<file path="src/rtl/semaforo_pkg.sv">
// semaforo_pkg: shared definitions for the crossing controller.
//   - Light colour codes as reported on a light's {GREEN,YELLOW,RED} status bus.
//   - Controller state encoding and the 3-bit PHASE code reported for each state.
//   - Direction selector used to alternate which approach opens next.
package semaforo_pkg;

  localparam logic [2:0] OFF    = 3'b000;
  localparam logic [2:0] RED    = 3'b001;
  localparam logic [2:0] YELLOW = 3'b010;
  localparam logic [2:0] GREEN  = 3'b100;

  // The eight operational states map one-to-one onto PHASE. The fault state
  // has no code of its own in the 3-bit PHASE field; it reports the INIT code
  // because the lights are held in reset exactly as in INIT, and the sticky
  // FAULT output distinguishes the two.
  typedef enum logic [3:0] {
    ST_INIT    = 4'd0,
    ST_ALL_RED = 4'd1,
    ST_A_OPEN  = 4'd2,
    ST_A_GO    = 4'd3,
    ST_A_CLOSE = 4'd4,
    ST_B_OPEN  = 4'd5,
    ST_B_GO    = 4'd6,
    ST_B_CLOSE = 4'd7,
    ST_FAULT   = 4'd8
  } state_e;

  typedef enum logic {
    DIR_A = 1'b0,
    DIR_B = 1'b1
  } dir_e;

  function automatic logic [2:0] phase_code(input state_e s);
    if (s == ST_FAULT) return 3'd0;
    return s[2:0];
  endfunction

  // Only the three single-lamp codes are legal light states.
  function automatic logic gry_valid(input logic [2:0] g);
    return (g == RED) || (g == YELLOW) || (g == GREEN);
  endfunction

endpackage

</file>
<file path="src/rtl/ms_tick_gen.sv">
// ms_tick_gen: millisecond time base for the crossing controller.
//   Parameter CLK_PER_MS : CLK cycles per millisecond (>= 2).
//   CLK     in   clock, all logic on posedge
//   RST     in   asynchronous active-high reset
//   ms_tick out  one-cycle strobe on the cycle the prescaler wraps
//   CHRONO  out  free-running millisecond count, wraps 2^32-1 -> 0
module ms_tick_gen #(
  parameter int CLK_PER_MS = 50000
) (
  input  logic        CLK,
  input  logic        RST,
  output logic        ms_tick,
  output logic [31:0] CHRONO
);

  localparam int PW = (CLK_PER_MS > 2) ? $clog2(CLK_PER_MS) : 1;
  localparam logic [PW-1:0] PRESC_LAST = PW'(CLK_PER_MS - 1);

  logic [PW-1:0] presc;

  // Strobe is decoded from the prescaler so CHRONO and every consumer of the
  // strobe update on the same edge as the prescaler wrap.
  assign ms_tick = (presc == PRESC_LAST);

  always_ff @(posedge CLK or posedge RST) begin
    if (RST) begin
      presc  <= '0;
      CHRONO <= '0;
    end else begin
      presc  <= ms_tick ? '0 : presc + PW'(1);
      if (ms_tick) CHRONO <= CHRONO + 32'd1;
    end
  end

endmodule

</file>
<file path="src/rtl/cruce_controller.sv">
// cruce_controller: sequences two traffic lights (A and B) that share one
// crossing, keeps them mutually exclusive and forces a safe all-red fault on
// any conflict.
//   Parameters: CLK_PER_MS, ALLRED_MS, MIN_GREEN_MS, MAX_GREEN_MS (<= 65535),
//   TIMEOUT_MS.
//   CLK        in   system clock
//   RST        in   asynchronous active-high reset
//   EN         in   crossing enable; low turns the lights off
//   REQ_A/B    in   asynchronous requests (button / loop), synchronised here
//   A_GRY/B_GRY in  light status {GREEN,YELLOW,RED}
//   CHANGE_A/B out  one-cycle change command to each light
//   LIGHT_EN   out  enable to both lights
//   LIGHT_RST  out  reset to both lights (forces red)
//   CHRONO     out  free-running millisecond count
//   PHASE      out  current state code
//   FAULT      out  sticky fault flag, cleared only by RST
// Build option: define CRUCE_FAULT_FLASH_EN to flash the red lamps in fault
// (LIGHT_EN toggles every 500 ms); otherwise the fault shows steady red.
module cruce_controller
  import semaforo_pkg::*;
#(
  parameter int CLK_PER_MS   = 50000,
  parameter int ALLRED_MS    = 1000,
  parameter int MIN_GREEN_MS = 5000,
  parameter int MAX_GREEN_MS = 20000,
  parameter int TIMEOUT_MS   = 6000
) (
  input  logic        CLK,
  input  logic        RST,
  input  logic        EN,
  input  logic        REQ_A,
  input  logic        REQ_B,
  input  logic [2:0]  A_GRY,
  input  logic [2:0]  B_GRY,
  output logic        CHANGE_A,
  output logic        CHANGE_B,
  output logic        LIGHT_EN,
  output logic        LIGHT_RST,
  output logic [31:0] CHRONO,
  output logic [2:0]  PHASE,
  output logic        FAULT
);

  localparam logic [15:0] ALLRED_LIM  = 16'(ALLRED_MS);
  localparam logic [15:0] MIN_GRN_LIM = 16'(MIN_GREEN_MS);
  localparam logic [15:0] MAX_GRN_LIM = 16'(MAX_GREEN_MS);
  localparam logic [15:0] TIMEOUT_LIM = 16'(TIMEOUT_MS);

  logic        ms_tick;
  state_e      state;
  dir_e        next_dir;
  logic [15:0] phase_ms;
  logic        pend_a;
  logic        pend_b;
  logic        conflict;

  ms_tick_gen #(
    .CLK_PER_MS (CLK_PER_MS)
  ) u_tick (
    .CLK     (CLK),
    .RST     (RST),
    .ms_tick (ms_tick),
    .CHRONO  (CHRONO)
  );

  // Request synchronisers: _p0/_p1 resolve metastability, _p2 holds the
  // previous synchronised level for rising-edge detection.
  logic req_a_p0, req_a_p1, req_a_p2;
  logic req_b_p0, req_b_p1, req_b_p2;
  logic rise_a, rise_b;

  always_ff @(posedge CLK or posedge RST) begin
    if (RST) begin
      req_a_p0 <= 1'b0;
      req_a_p1 <= 1'b0;
      req_a_p2 <= 1'b0;
      req_b_p0 <= 1'b0;
      req_b_p1 <= 1'b0;
      req_b_p2 <= 1'b0;
    end else begin
      req_a_p0 <= REQ_A;
      req_a_p1 <= req_a_p0;
      req_a_p2 <= req_a_p1;
      req_b_p0 <= REQ_B;
      req_b_p1 <= req_b_p0;
      req_b_p2 <= req_b_p1;
    end
  end

  assign rise_a = req_a_p1 & ~req_a_p2;
  assign rise_b = req_b_p1 & ~req_b_p2;

  // Conflict monitor: two lit approaches at once, an illegal status code, or
  // the open direction dropping out of green while it owns the crossing.
  always_comb begin
    conflict = 1'b0;
    if ((A_GRY != RED) && (B_GRY != RED)) conflict = 1'b1;
    if (!gry_valid(A_GRY) || !gry_valid(B_GRY)) conflict = 1'b1;
    if ((state == ST_A_GO) && (A_GRY != GREEN)) conflict = 1'b1;
    if ((state == ST_B_GO) && (B_GRY != GREEN)) conflict = 1'b1;
  end

  assign PHASE = phase_code(state);

`ifdef CRUCE_FAULT_FLASH_EN
  logic [8:0] flash_ms;
`endif

  // Controller FSM. Every transition clears phase_ms; the later assignment in
  // a transition branch overrides the default per-tick increment.
  always_ff @(posedge CLK or posedge RST) begin
    if (RST) begin
      state     <= ST_INIT;
      next_dir  <= DIR_A;
      phase_ms  <= '0;
      pend_a    <= 1'b0;
      pend_b    <= 1'b0;
      CHANGE_A  <= 1'b0;
      CHANGE_B  <= 1'b0;
      LIGHT_EN  <= 1'b0;
      LIGHT_RST <= 1'b1;
      FAULT     <= 1'b0;
`ifdef CRUCE_FAULT_FLASH_EN
      flash_ms  <= '0;
`endif
    end else begin
      CHANGE_A <= 1'b0;
      CHANGE_B <= 1'b0;
      if (ms_tick && (phase_ms != 16'hFFFF)) phase_ms <= phase_ms + 16'd1;
      if (rise_a) pend_a <= 1'b1;
      if (rise_b) pend_b <= 1'b1;

      if (state == ST_FAULT) begin
        // Sticky: only RST leaves this state. EN still gates the lamps.
        FAULT     <= 1'b1;
        LIGHT_RST <= 1'b1;
        if (!EN) begin
          LIGHT_EN <= 1'b0;
          pend_a   <= 1'b0;
          pend_b   <= 1'b0;
        end else begin
`ifdef CRUCE_FAULT_FLASH_EN
          if (ms_tick) begin
            if (flash_ms == 9'd499) begin
              flash_ms <= '0;
              LIGHT_EN <= ~LIGHT_EN;
            end else begin
              flash_ms <= flash_ms + 9'd1;
            end
          end
`else
          LIGHT_EN <= 1'b1;
`endif
        end
      end else if (!EN) begin
        state     <= ST_INIT;
        LIGHT_EN  <= 1'b0;
        LIGHT_RST <= 1'b1;
        pend_a    <= 1'b0;
        pend_b    <= 1'b0;
        if (state != ST_INIT) phase_ms <= '0;
      end else if ((state != ST_INIT) && conflict) begin
        state     <= ST_FAULT;
        phase_ms  <= '0;
        FAULT     <= 1'b1;
        LIGHT_RST <= 1'b1;
        LIGHT_EN  <= 1'b1;
`ifdef CRUCE_FAULT_FLASH_EN
        flash_ms  <= '0;
`endif
      end else begin
        case (state)
          ST_INIT: begin
            LIGHT_RST <= 1'b0;
            LIGHT_EN  <= EN;
            state     <= ST_ALL_RED;
            phase_ms  <= '0;
          end
          ST_ALL_RED: begin
            if ((A_GRY == RED) && (B_GRY == RED) && (phase_ms >= ALLRED_LIM)) begin
              phase_ms <= '0;
              if (next_dir == DIR_A) begin
                CHANGE_A <= 1'b1;
                state    <= ST_A_OPEN;
              end else begin
                CHANGE_B <= 1'b1;
                state    <= ST_B_OPEN;
              end
            end
          end
          ST_A_OPEN: begin
            if (A_GRY == GREEN) begin
              state    <= ST_A_GO;
              phase_ms <= '0;
              pend_a   <= 1'b0;
            end else if (phase_ms >= TIMEOUT_LIM) begin
              state     <= ST_FAULT;
              phase_ms  <= '0;
              FAULT     <= 1'b1;
              LIGHT_RST <= 1'b1;
`ifdef CRUCE_FAULT_FLASH_EN
              flash_ms  <= '0;
`endif
            end
          end
          ST_A_GO: begin
            if ((pend_b && (phase_ms >= MIN_GRN_LIM)) || (phase_ms >= MAX_GRN_LIM)) begin
              CHANGE_A <= 1'b1;
              state    <= ST_A_CLOSE;
              phase_ms <= '0;
            end
          end
          ST_A_CLOSE: begin
            if (A_GRY == RED) begin
              next_dir <= DIR_B;
              state    <= ST_ALL_RED;
              phase_ms <= '0;
            end else if (phase_ms >= TIMEOUT_LIM) begin
              state     <= ST_FAULT;
              phase_ms  <= '0;
              FAULT     <= 1'b1;
              LIGHT_RST <= 1'b1;
`ifdef CRUCE_FAULT_FLASH_EN
              flash_ms  <= '0;
`endif
            end
          end
          ST_B_OPEN: begin
            if (B_GRY == GREEN) begin
              state    <= ST_B_GO;
              phase_ms <= '0;
              pend_b   <= 1'b0;
            end else if (phase_ms >= TIMEOUT_LIM) begin
              state     <= ST_FAULT;
              phase_ms  <= '0;
              FAULT     <= 1'b1;
              LIGHT_RST <= 1'b1;
`ifdef CRUCE_FAULT_FLASH_EN
              flash_ms  <= '0;
`endif
            end
          end
          ST_B_GO: begin
            if ((pend_a && (phase_ms >= MIN_GRN_LIM)) || (phase_ms >= MAX_GRN_LIM)) begin
              CHANGE_B <= 1'b1;
              state    <= ST_B_CLOSE;
              phase_ms <= '0;
            end
          end
          ST_B_CLOSE: begin
            if (B_GRY == RED) begin
              next_dir <= DIR_A;
              state    <= ST_ALL_RED;
              phase_ms <= '0;
            end else if (phase_ms >= TIMEOUT_LIM) begin
              state     <= ST_FAULT;
              phase_ms  <= '0;
              FAULT     <= 1'b1;
              LIGHT_RST <= 1'b1;
`ifdef CRUCE_FAULT_FLASH_EN
              flash_ms  <= '0;
`endif
            end
          end
          default: begin
            state    <= ST_FAULT;
            phase_ms <= '0;
            FAULT    <= 1'b1;
          end
        endcase
      end
    end
  end

endmodule

</file>
<file path="config.mk">
export PLATFORM = sky130hd
export DESIGN_NAME = cruce_controller
export DESIGN_NICKNAME = d
export VERILOG_FILES = /design/src/rtl/semaforo_pkg.sv /design/src/rtl/ms_tick_gen.sv /design/src/rtl/cruce_controller.sv
export SDC_FILE = /design/constraint.sdc
export NUM_CORES = 1
export LEC_CHECK = 0
export BUFFER_PORTS_ARGS = -buffer_cell sky130_fd_sc_hd__buf_2
export CAP_MARGIN = 10
export CORE_MARGIN = 2
export CORE_UTILIZATION = 31
export CTS_BUF_LIST = sky130_fd_sc_hd__clkbuf_4 sky130_fd_sc_hd__clkbuf_8 sky130_fd_sc_hd__clkbuf_16
export DETAILED_ROUTE_END_ITERATION = 10
export HOLD_SLACK_MARGIN = 0.03
export PLACE_DENSITY = 0.59
export SLEW_MARGIN = 20
export SYNTH_ARGS = -nofsm -noshare
export SYNTH_HDL_FRONTEND = slang
export SYNTH_SLANG_ARGS = --single-unit
</file>
<file path="constraint.sdc">
create_clock -name CLK -period 2.1 [get_ports CLK]
set_clock_uncertainty 0.15 [all_clocks]
set_input_delay 0.105 -clock CLK [delete_from_list [all_inputs] [get_ports CLK]]
set_output_delay 0.105 -clock CLK [all_outputs]
set_load 0.1 [all_outputs]
</file>
After elaboration in Yosys (flattened, before gate mapping)
Index checks and enable logic that the tools add are counted.
{ "classes": {"magnitude_cmp": 4, "n_reduce_logical": 27, "n_eq_ne": 36, "mux": 88, "bitwise": 6, "add_sub_neg": 3} }
{ "op_table": {"columns": ["cell", "n"], "rows": [
  ["2-to-1 mux 16 bit", 14],
  ["one-hot mux 16 bit (7 select lines)", 1],
  ["2-to-1 mux 1 bit", 54],
  ["2-to-1 mux 4 bit", 10],
  ["adder 16 x 1 -> 16 bit (second input constant)", 2],
  ["adder 32 x 1 -> 32 bit (second input constant)", 1],
  ["greater-or-equal comparator 16 x 13 -> 1 bit (second input constant)", 2],
  ["one-hot mux 4 bit (8 select lines)", 1],
  ["inequality test 4 bit (second input constant)", 5],
  ["inequality test 5 bit (second input constant)", 4],
  ["== test 16 bit (second input constant)", 1],
  ["== test 4 x 3 -> 1 bit (second input constant)", 4],
  ["greater-or-equal comparator 16 x 10 -> 1 bit (second input constant)", 1],
  ["greater-or-equal comparator 16 x 15 -> 1 bit (second input constant)", 1],
  ["inequality test 16 bit (second input constant)", 1],
  ["AND reduction 6 bit", 2],
  ["one-hot mux 1 bit (5 select lines)", 2],
  ["logical AND 1 bit", 9],
  ["2-to-1 mux 3 bit", 3],
  ["inequality test 3 x 1 -> 1 bit (second input constant)", 3],
  ["== test 4 x 2 -> 1 bit (second input constant)", 2],
  ["inequality test 4 x 2 -> 1 bit (second input constant)", 2],
  ["inequality test 8 x 1 -> 1 bit (second input constant)", 1],
  ["logical OR 1 bit", 7],
  ["other kinds (18)", 31]
]} }
{ "word_totals": {"elab_cells": 182, "in_bits": 11, "output_inout_bits": 40, "regBits": 82} }

Logic depth before layout (Yosys ltp)
Gate-level depths: netlist (run 1).
{ "depth": {"word_depth": 12, "mapped_depth": 9, "mapped_depth_nobuf": 7} }

Hierarchy
A second synthesis (run 1) with hierarchy kept.
{ "unflattened": {"hier_cells": 456, "area_unflattened_um2": 4466.8} }
{ "modules_own_cells": {"columns": ["mod", "area_each_um2", "n_inst", "seq_area_each_um2", "cells_per_inst"], "rows": [
  ["cruce_controller", 2272.2, 1, 852.1, 250],
  ["ms_tick_gen", 2194.6, 1, 1201.2, 206]
]} }

Worst setup path after synthesis (run 1)
Ideal clock, no wire load.
{ "synth_path": {"path_type": "register to register", "startpoint": "reg u_tick.CHRONO[2]", "endpoint": "reg u_tick.CHRONO[21]", "setup_ns": 0.160, "path_stages_with_launch": 7, "required_ns": 1.790, "setup_slack_ns": -0.484, "arrival_ns": 2.275, "cell_sequence": "dfrtp_1 and4_1 and3_1 nand4_4 nor3b_4 nand3_1 xnor2_1"} }
{ "synth_via": {"elab_chain_cells": 1} }
{ "synth_rtl": {"columns": ["element", "line_no", "rtl"], "rows": [
  ["start, declared", "ms_tick_gen.sv:13", "output logic [31:0] CHRONO"],
  ["start signal, assigned", "ms_tick_gen.sv:31", "if (ms_tick) CHRONO <= CHRONO + 32'd1;"],
  ["adder 32 x 1 -> 32 bit", "ms_tick_gen.sv:31", null]
]} }
Every way passes these cells.
A chain may end at the register's enable or synchronous reset.

Worst setup path after layout (run 1)
{ "layout_path": {"startpoint": "reg u_tick.presc[10]", "endpoint": "reg u_tick.CHRONO[17]"} }
{ "layout_via": {"elab_chain_cells": 1} }
{ "layout_rtl": {"columns": ["element", "line_no", "rtl"], "rows": [
  ["start, declared", "ms_tick_gen.sv:19", "logic [PW-1:0] presc;"],
  ["start signal, assigned", "ms_tick_gen.sv:30", "presc <= ms_tick ? '0 : presc + PW'(1);"],
  ["== test 16 bit", "ms_tick_gen.sv:23", "assign ms_tick = (presc == PRESC_LAST);"]
]} }
Every way passes these cells.

==> impl_metrics.json, run 1 <==
{
  "synth.cell_area_mm2": 0.00422,
  "hpwl_um": 7370,
  "final_area_mm2": 0.00604,
  "async_flop_share_pct": 100,
  "max-cap-violations": 0,
  "synth_area_per_cell_um2": 9.93,
  "cts_buffers": 9,
  "synth.distinct_cells": 58,
  "tns_ns": -9.41,
  "antenna_found_initial": 0,
  "yosysSeqAreaShare_pct": 48.7,
  "insertion_delay_ns": 0.33,
  "numPortBuffers": 50,
  "relSlewSlack_pct": 60.6,
  "synthCells": 425,
  "worst_slack_ns": -0.319,
  "clk_path_buf_depth": 2,
  "post-route-min-period_ns": 2.42,
  "nNetsFinal": 572,
  "min_path_type": "in2reg",
  "initial_core_util_pct": 31.9,
  "wire_per_inst_um": 14.3,
  "die_y_um": 121,
  "synth_most_common_cell": "dfrtp_1",
  "synth_edf_count": 0,
  "synth_top_area_share_pct": 48.0,
  "via_per_inst": 4.93,
  "leakage_uw": 0.00284,
  "yosys_warnings": 0,
  "cp-end-kind": "register",
  "achievable-frequency_ghz": 0.413,
  "violations": "negative setup slack",
  "finalSetupViolCount": 53,
  "slew_viol_final": 0,
  "crit_arrival_ns": 2.52,
  "antenna_cells": 0,
  "layout-drive-gt1-share_pct": 40.4,
  "grt_max_degree": 83,
  "ant_nets": 0,
  "grt_pass1_vias": 3743,
  "rows": 42,
  "hold_viol_final": 0,
  "fin_crit_sh_pct": 115,
  "synth_nets": 440,
  "max_slew.worst_pin.slew_ns": 0.589,
  "drt_first_pass_iters": 4,
  "holdWs_ns": 0.122,
  "synth_top_area_cell": "dfrtp_1",
  "wl_um": 10500,
  "pin_count": 51,
  "status": "finished, violations left",
  "synth-seq-cells": 82,
  "globalplace.congestion": 0.886,
  "grt_pass1_wl_um": 17600,
  "core_mm2": 0.0132,
  "yosys-top-cells-count": "dfrtp_1 (81), nand3_1 (37), nor2_1 (36)",
  "path_clk_slew_ns": 0.06,
  "routed-wl-met2_um": 5300,
  "cp.required_ns": 2.20,
  "die_w_um": 121,
  "root_buffer": "clkbuf_16",
  "path_class": "reg2reg",
  "drc": 0,
  "ys_top_cells_by_area": "dfrtp_1 (48%), xnor2_1 (6.2%), xor2_1 (6.0%)",
  "wirelength_met1_um": 4760,
  "cp-start-kind": "register",
  "track_usage_pct": 14.8,
  "h-tree-depth": 3,
  "powerDensity_mw_per_mm2": 645,
  "ir_drop_mv": 0.451,
  "highest_layer": "met4",
  "overflow": 0,
  "nFillCells": 1238,
  "grt_setup_unrepaired": "yes",
  "cp_max_fo": 3,
  "dp_slack_ns": -0.295,
  "wl_met3_um": 326,
  "num_vias": 3642,
  "drt_iter0_drc": 186,
  "syn2layout_area_growth_pct": 43.2,
  "dpl_cell_area_mm2": 0.00523,
  "cts_tree": "yes",
  "synthFlopType": "dfrtp_1",
  "clkSinkCount": 82,
  "die_area_mm2": 0.0146
}
flip-flops by register name, indices dropped and copies added (netlist names):
register       count
CHANGE_A           1
CHANGE_B           1
FAULT              1
LIGHT_EN           1
LIGHT_RST          1
next_dir           1
pend_a             1
pend_b             1
phase_ms          16
req_a_p0           1
req_a_p1           1
req_a_p2           1
req_b_p0           1
req_b_p1           1
req_b_p2           1
state              4
u_tick.CHRONO     32
u_tick.presc      16
cell families (layout without fill, tap and decap cells):
kind of cell	after synthesis	in the layout	synth area share (%)
AND/OR/NAND/NOR	197	197	25.8
flip-flops	82	82	48.7
XOR/XNOR	59	59	12.2
AO/OA/AOI/OAI	57	57	9.08
buffers and inverters	25	162	2.76
adder cells (fa/ha/maj)	4	4	1.19
multiplexers	1	1	0.267
per-stage QoR:
| step | cells | total power (uW) | util, % |
|---|---|---|---|
| floorplan | 425 | 1990 | - |
| global placement | 702 | 2190 | 39.5 |
| detailed placement | 702 | 2190 | 39.5 |
| CTS | 730 | 3910 | 43.7 |
| global route | 738 | 4060 | 45.6 |
| finish | 738 | 3900 | 45.6 |
report_power, final:
group	total [uW]	internal, uW	switching (uW)	leakage [uW]
combinational	541	203	338	0.00161
clock	1710	1050	657	0.000158
sequential	1640	1610	35.5	0.00107
total	3900	2870	1030	0.00284
what timing repair did:
action / 4_1_cts / 5_1_grt
hold buffers: 4 / 0
endpoints found under the setup margin: 46 / 63
setup buffers: 8 / 11
gates resized for setup: 32 / 47
endpoints found under the hold margin: 88 / 0
pin swaps: 31 / 34
worst max-delay path, stage by stage (launching register included):
cell,delay [ns]
dfrtp_1,0.37
or4b_4,0.55
nor4_4,0.31
buf_4,0.21
nand4_4,0.15
nor3b_4,0.30
buf_4,0.16
xor2_1,0.15
per-layer routing:
layer  GRT usage [%]  vias to the layer above
li1                -                     1781
met1            19.7                     1769
met2            24.8                       76
met3            2.03                       16
met4            5.16                        0
met5               0                        -
area by class of cell:
class | count | area (um2) | area share, %
sequential | 82 | 2080 | 34.5
clock inverter | 7 | 101 | 1.68
inverter | 9 | 40.0 | 0.663
tap | 176 | 220 | 3.65
timing repair buffer | 137 | 1020 | 16.9
clock buffer | 9 | 225 | 3.73
multi-input combinational | 318 | 2350 | 38.8
path summary, 6_finish.rpt:
kind,from,to,slack [ns],depth (start not counted)
max in group asynchronous,RST,LIGHT_RST,1.15,4
worst max-delay path,u_tick.presc[10],u_tick.CHRONO[17],-0.32,7
worst min register to register,req_b_p0,req_b_p1,0.21,0
min in group asynchronous,RST,u_tick.CHRONO[3],0.30,4
worst min-delay path,B_GRY[0],pend_b,0.12,4
worst max register to register,u_tick.presc[10],u_tick.CHRONO[17],-0.32,7
layout by cell type, fill, tap and decap left out, types with 4 or more instances in the layout:
| master | netlist | layout |
|---|---|---|
| xor2_1 | 29 | 28 |
| nor2_1 | 36 | 28 |
| a21oi_1 | 12 | 12 |
| nand2b_1 | 4 | 4 |
| a31oi_1 | 7 | 7 |
| nor3_1 | 20 | 19 |
| buf_12 | 0 | 4 |
| buf_2 | 6 | 50 |
| clkbuf_16 | 0 | 9 |
| nand3_2 | 0 | 10 |
| nand3_1 | 37 | 24 |
| inv_1 | 9 | 7 |
| nor2_4 | 0 | 6 |
| nor2_2 | 2 | 4 |
| nor2b_1 | 7 | 6 |
| dfrtp_2 | 0 | 13 |
| dfrtp_1 | 81 | 64 |
| xnor2_1 | 30 | 25 |
| dfrtp_4 | 0 | 4 |
| buf_4 | 2 | 64 |
| o21ai_0 | 13 | 11 |
| nand4_1 | 11 | 11 |
| nor3b_1 | 4 | 4 |
| dlygate4sd3_1 | 0 | 4 |
| and3_1 | 17 | 15 |
| nand2_2 | 0 | 6 |
| ha_1 | 4 | 4 |
| nand2_1 | 31 | 24 |
| nor3_2 | 4 | 4 |
| xnor2_2 | 0 | 5 |
| buf_6 | 1 | 14 |
(Power assumes the default switching activity.)
==> inputs of run 2 (changes only) <==
--- a/config.mk
+++ b/config.mk
@@ -7,6 +7,7 @@
 export LEC_CHECK = 0
 export BUFFER_PORTS_ARGS = -buffer_cell sky130_fd_sc_hd__buf_2
 export CAP_MARGIN = 10
+export CORE_ASPECT_RATIO = 1.1
 export CORE_MARGIN = 2
 export CORE_UTILIZATION = 31
 export CTS_BUF_LIST = sky130_fd_sc_hd__clkbuf_4 sky130_fd_sc_hd__clkbuf_8 sky130_fd_sc_hd__clkbuf_16
==> run 2 against run 1 <==
The flow still finishes with violations (negative setup slack). Register-to-register slack hardly changed. Wire length is 2.8% higher. Combinational power is 9.8% higher. Setup slack better by 0.011 ns. Die area hardly changed. Global-route usage is 0.63 points higher.
==> impl_metrics.json, run 2 (synthesis gave the netlist of run 1 again) <==
{
  "pin_count": 51,
  "fin_crit_sh_pct": 115,
  "insertion_delay_ns": 0.35,
  "wl_um": 10800,
  "grt_pass1_vias": 3707,
  "slew_viol_final": 0,
  "globalplace.congestion": 0.879,
  "total_power_uw": 4010,
  "achievable-frequency_ghz": 0.415,
  "die_y_um": 126,
  "cp-start-kind": "register",
  "max_flop_register": "u_tick.CHRONO",
  "antenna_cells": 0,
  "track_usage_pct": 15.4,
  "layoutNonFillerInstCount": 744,
  "min_path_cells": 4,
  "final_common_cell": "buf_4",
  "post-route-min-period_ns": 2.41,
  "tns_ns": -9.89,
  "num_vias": 3662,
  "antenna_found_initial": 0,
  "ir_drop_mv": 0.630,
  "use_met1_pct": 19.6,
  "relSlewSlack_pct": 66.6,
  "cp.required_ns": 2.19,
  "path_clk_slew_ns": 0.07,
  "use_met3_pct": 3.87,
  "initial_core_util_pct": 31.8,
  "drt_iter0_drc": 192,
  "final_cell_mix": "buf_4 (66), dfrtp_1 (64), buf_2 (50)",
  "via_per_inst": 4.92,
  "min_to": "pend_a",
  "cp-end-kind": "register",
  "ant_nets": 0,
  "syn2layout_area_growth_pct": 41.9,
  "leakage_uw": 0.00280,
  "die_area_mm2": 0.0146,
  "cts_tree": "yes",
  "grt_setup_unrepaired": "yes",
  "die_w_um": 115,
  "numPortBuffers": 50,
  "reg2reg_slack_ns": -0.31,
  "root_buffer": "clkbuf_16",
  "worst_slack_ns": -0.309,
  "busiest_layer": "met2",
  "place_inst": 711,
  "finalSetupViolCount": 47,
  "r2r_end": "phase_ms[13]",
  "layout-drive-gt1-share_pct": 39.1,
  "hpwl_um": 7460,
  "nNetsFinal": 570,
  "drt_first_pass_iters": 4,
  "met2_usage_pct": 25.4,
  "grt_pass1_wl_um": 18000,
  "overflow": 0,
  "max_slew.worst_pin.slew_ns": 0.505,
  "violations": "negative setup slack",
  "hold_viol_final": 0,
  "clk_path_buf_depth": 2,
  "reg.largest.list": "u_tick.CHRONO: 32 flops, phase_ms: 16 flops, u_tick.presc: 16 flops",
  "fin_util_pct": 45.1,
  "reg2reg_depth": 8,
  "core_mm2": 0.0133,
  "max-cap-violations": 0,
  "crit_arrival_ns": 2.49,
  "h-tree-depth": 3,
  "grt_max_degree": 32,
  "path_class": "reg2reg",
  "rr_startpoint": "u_tick.presc[10]",
  "rows": 44,
  "min_from": "A_GRY[0]",
  "powerDensity_mw_per_mm2": 670,
  "clkSinkCount": 82,
  "drc": 0,
  "min_path_type": "in2reg",
  "cts_buffers": 9,
  "wire_per_inst_um": 14.6,
  "cp_max_fo": 13,
  "status": "finished, violations left",
  "largest_register_ffs": 32
}
## run 2: worst max path at each step
stage	from	endpoint	cells past startpoint	slack [ns]
floorplan	u_tick.presc[10]	u_tick.CHRONO[19]	7	-0.31
global placement	u_tick.presc[10]	phase_ms[11]	8	-0.26
detailed placement	u_tick.presc[10]	phase_ms[6]	8	-0.32
global route	u_tick.presc[10]	phase_ms[6]	8	-0.46
CTS	u_tick.presc[4]	phase_ms[4]	8	-0.31
finish	u_tick.presc[10]	phase_ms[13]	8	-0.31
## run 2: layer usage
layer	vias up	wire length, um	share of wire (%)
li1	1779	-	-
met1	1795	4770	44
met2	72	5440	50
met3	16	423	3.9
met4	0	206	1.9
met5	-	0	0
## run 2: area by class of cell
| type | count | area, um2 |
|---|---|---|
| fill | 1250 | 7280 |
| multi-input combinational | 318 | 2310 |
| sequential | 82 | 2080 |
| timing repair buffer | 135 | 992 |
| tap | 184 | 230 |
| clock buffer | 9 | 225 |
| clock inverter | 7 | 108 |
| inverter | 9 | 40.0 |
## run 2: through the flow
| stage | setup slack [ns] | hold slack, ns | instance area [um2] |
|---|---|---|---|
| after floorplan | -0.311 | -0.0136 | 4280 |
| after global placement | -0.263 | -0.0286 | 5250 |
| after detailed placement | -0.325 | -0.0200 | 5250 |
| after CTS | -0.311 | 0.0779 | 5770 |
| after global routing | -0.456 | 0.129 | 5990 |
| final | -0.309 | 0.0774 | 5990 |
## run 2: worst max-delay path, cell delays in order, from the launching register on
cell and delay, ns:
dfrtp_1 0.39, or4b_4 0.56, nor4_4 0.28, buf_4 0.19, a21boi_4 0.20, buf_12 0.14, nand4_1 0.11, xor2_1 0.22
nor3_2 0.06
## run 2: report_power, final
| group | internal (uW) | switching (uW) |
|---|---|---|
| Clock | 1060 | 706 |
| Sequential | 1610 | 36.7 |
| Combinational | 234 | 360 |
## run 2: repair_timing
item,4_1_cts,5_1_grt
resized for setup,23,39
setup endpoints to repair,45,57
setup buffers,7,9
pin swaps,24,20
endpoints found under the hold margin,89,0
hold buffers,5,0
==> inputs of run 3 (changes only) <==
--- a/config.mk
+++ b/config.mk
@@ -13,7 +13,7 @@
 export CTS_BUF_LIST = sky130_fd_sc_hd__clkbuf_4 sky130_fd_sc_hd__clkbuf_8 sky130_fd_sc_hd__clkbuf_16
 export DETAILED_ROUTE_END_ITERATION = 10
 export HOLD_SLACK_MARGIN = 0.03
-export PLACE_DENSITY = 0.59
+export PLACE_DENSITY = 0.55
 export SLEW_MARGIN = 20
 export SYNTH_ARGS = -nofsm -noshare
 export SYNTH_HDL_FRONTEND = slang
==> run 3 against run 2 <==
The run still ends with negative setup slack left. Largest cell class unchanged. Non-clock buffer count shrank 2. Fmax rose by 1.5%. Register-to-register slack better by 0.04 ns. Setup slack improved by 0.036 ns. Highest routed layer unchanged. First-iteration DRC count decreased by 9.4%. Sequential share of layout area increased by 1.0 points. Utilization down 1.3 points. Final cell count down 0.27%.
==> impl_metrics.json, run 3 (synthesis gave the netlist of run 1 again) <==
{
  "status": "finished, violations left",
  "violations": "negative setup slack",
  "min_path_cells": 4,
  "wl_um": 10300,
  "ant_nets": 0,
  "antenna_found_initial": 0,
  "core_mm2": 0.0133,
  "min_to": "pend_a",
  "max-cap-violations": 0,
  "grt_pass1_vias": 3671,
  "ir_drop_mv": 0.444,
  "cp-start-kind": "register",
  "cts_tree": "yes",
  "path_delay_family": "simple AND/OR/NAND/NOR gates",
  "die_w_um": 115,
  "clkSinkCount": 82,
  "powerDensity_mw_per_mm2": 632,
  "path_class": "reg2reg",
  "cts_buffers": 9,
  "max_flop_register": "u_tick.CHRONO",
  "hold_viol_final": 0,
  "cp_max_fo": 13,
  "root_buffer": "clkbuf_16",
  "slew_viol_final": 0,
  "final_cell_mix": "buf_4 (67), dfrtp_1 (64), buf_2 (50)",
  "antenna_cells": 0,
  "layout-drive-gt1-share_pct": 36.2,
  "final_common_cell": "buf_4",
  "nNetsFinal": 568,
  "track_usage_pct": 15.3,
  "insertion_delay_ns": 0.34,
  "cp.required_ns": 2.20,
  "min_from": "A_GRY[0]",
  "numPortBuffers": 50,
  "overflow": 0,
  "post-route-min-period_ns": 2.37,
  "h-tree-depth": 3,
  "leakage_uw": 0.00274,
  "path_clk_slew_ns": 0.06,
  "cp-end-kind": "register",
  "hpwl_um": 7440,
  "min_path_type": "in2reg",
  "drt_iter0_drc": 174,
  "globalplace.congestion": 0.844,
  "max_slew.worst_pin.slew_ns": 0.579,
  "relSlewSlack_pct": 60.9,
  "place_inst": 711,
  "max_stage_delay_ns": 0.56,
  "rr_startpoint": "u_tick.presc[13]",
  "crit_arrival_ns": 2.47,
  "syn2layout_area_growth_pct": 37.9,
  "largest_register_ffs": 32,
  "via_per_inst": 4.88,
  "clk_path_buf_depth": 2,
  "nFillCells": 1263,
  "layoutNonFillerInstCount": 742,
  "fin_util_pct": 43.9,
  "cp.depth": 8,
  "fin_crit_sh_pct": 113,
  "grt_max_degree": 56,
  "reg2reg_depth": 8,
  "pin_count": 51,
  "finalSetupViolCount": 46,
  "r2r_end": "phase_ms[11]",
  "reg2reg_slack_ns": -0.27,
  "die_area_mm2": 0.0146,
  "crit_path_cell_trace": "or4b_4 > nor4_4 > buf_4 > a21boi_4 > buf_12 > nand4_1 > xor2_1 > nor3_1",
  "rows": 44,
  "reg.largest.list": "u_tick.CHRONO: 32 flops, phase_ms: 16 flops, u_tick.presc: 16 flops",
  "critPathSlowestCell": "or4b_4",
  "initial_core_util_pct": 31.8,
  "drc": 0,
  "achievable-frequency_ghz": 0.421,
  "grt_setup_unrepaired": "yes",
  "crit_buf_inv": 2,
  "drt_first_pass_iters": 4,
  "grt_pass1_wl_um": 17900,
  "die_y_um": 126,
  "num_vias": 3620,
  "dp_slack_ns": -0.281,
  "wire_per_inst_um": 13.9,
  "worst_slack_ns": -0.273
}
[run 3: cell types whose count changed in the layout (fill, tap and decap cells not counted), moves of 3 or more]
cell	previous run	this run
nand3_1	24	27
nand2_2	4	1
nand3_2	11	8
nand2_1	26	30
nor2b_1	4	7
buf_6	9	6
[run 3: worst max-delay path by stage]
stage	from	to	slack [ns]
after detailed placement	u_tick.presc[10]	phase_ms[11]	-0.28
after floorplan	u_tick.presc[10]	u_tick.CHRONO[19]	-0.31
final	u_tick.presc[13]	phase_ms[11]	-0.27
after global placement	u_tick.presc[10]	u_tick.CHRONO[21]	-0.22
after global routing	u_tick.presc[13]	phase_ms[11]	-0.41
after CTS	u_tick.presc[13]	phase_ms[11]	-0.28
[run 3: report_power, final]
part | leakage, uW | internal [uW] | switching, uW
logic | 0.00153 | 211 | 335
clock network | 0.000142 | 876 | 620
registers | 0.00107 | 1610 | 27.7
total | 0.00274 | 2700 | 982
[run 3: per-stage QoR]
step / hold WS (ns) / area (um2) / TNS [ns] / total power (uW)
6_report: 0.101 / 5820 / -6.52 / 3680
4_1_cts: 0.0738 / 5730 / -6.74 / 3730
3_5_place_dp: 0.0674 / 5250 / -7.05 / 2210
5_1_grt: 0.102 / 5820 / -13.44 / 3850
3_3_place_gp: 0.0786 / 5250 / -5.80 / 2210
2_1_floorplan: -0.0136 / 4280 / -3.39 / 1990
[run 3: area by class of cell]
| cell class | instances | area [um2] | area share [%] |
|---|---|---|---|
| clock buffers | 12 | 260 | 4.47 |
| repair buffers | 133 | 971 | 16.7 |
| multi-input cells | 318 | 2210 | 38.0 |
| well taps | 184 | 230 | 3.96 |
| clock inverters | 4 | 26.3 | 0.452 |
| inverters | 9 | 37.5 | 0.645 |
| flip-flops and latches | 82 | 2080 | 35.8 |
[run 3: routing by layer]
layer  up-vias  global-route usage, %  part of all wire [%]
met5         -                      0                     0
met4         0                   7.58                   3.0
met3        24                   2.91                   3.3
met2        79                   24.4                    47
met1      1749                   19.9                    47
li1       1768                      -                     -
[run 3: tightest hold or removal path, stage by stage]
cell     delay (ns)
buf_2          0.09
buf_4          0.11
nor3b_1        0.07
a31oi_1        0.15
[run 3: what timing repair did]
action	CTS	global route
gates cloned	0	0
buffers inserted	4	7
pin swaps	28	5
setup endpoints to repair	46	58
hold endpoints to repair	88	0
resized for setup	27	12
hold buffers	4	0
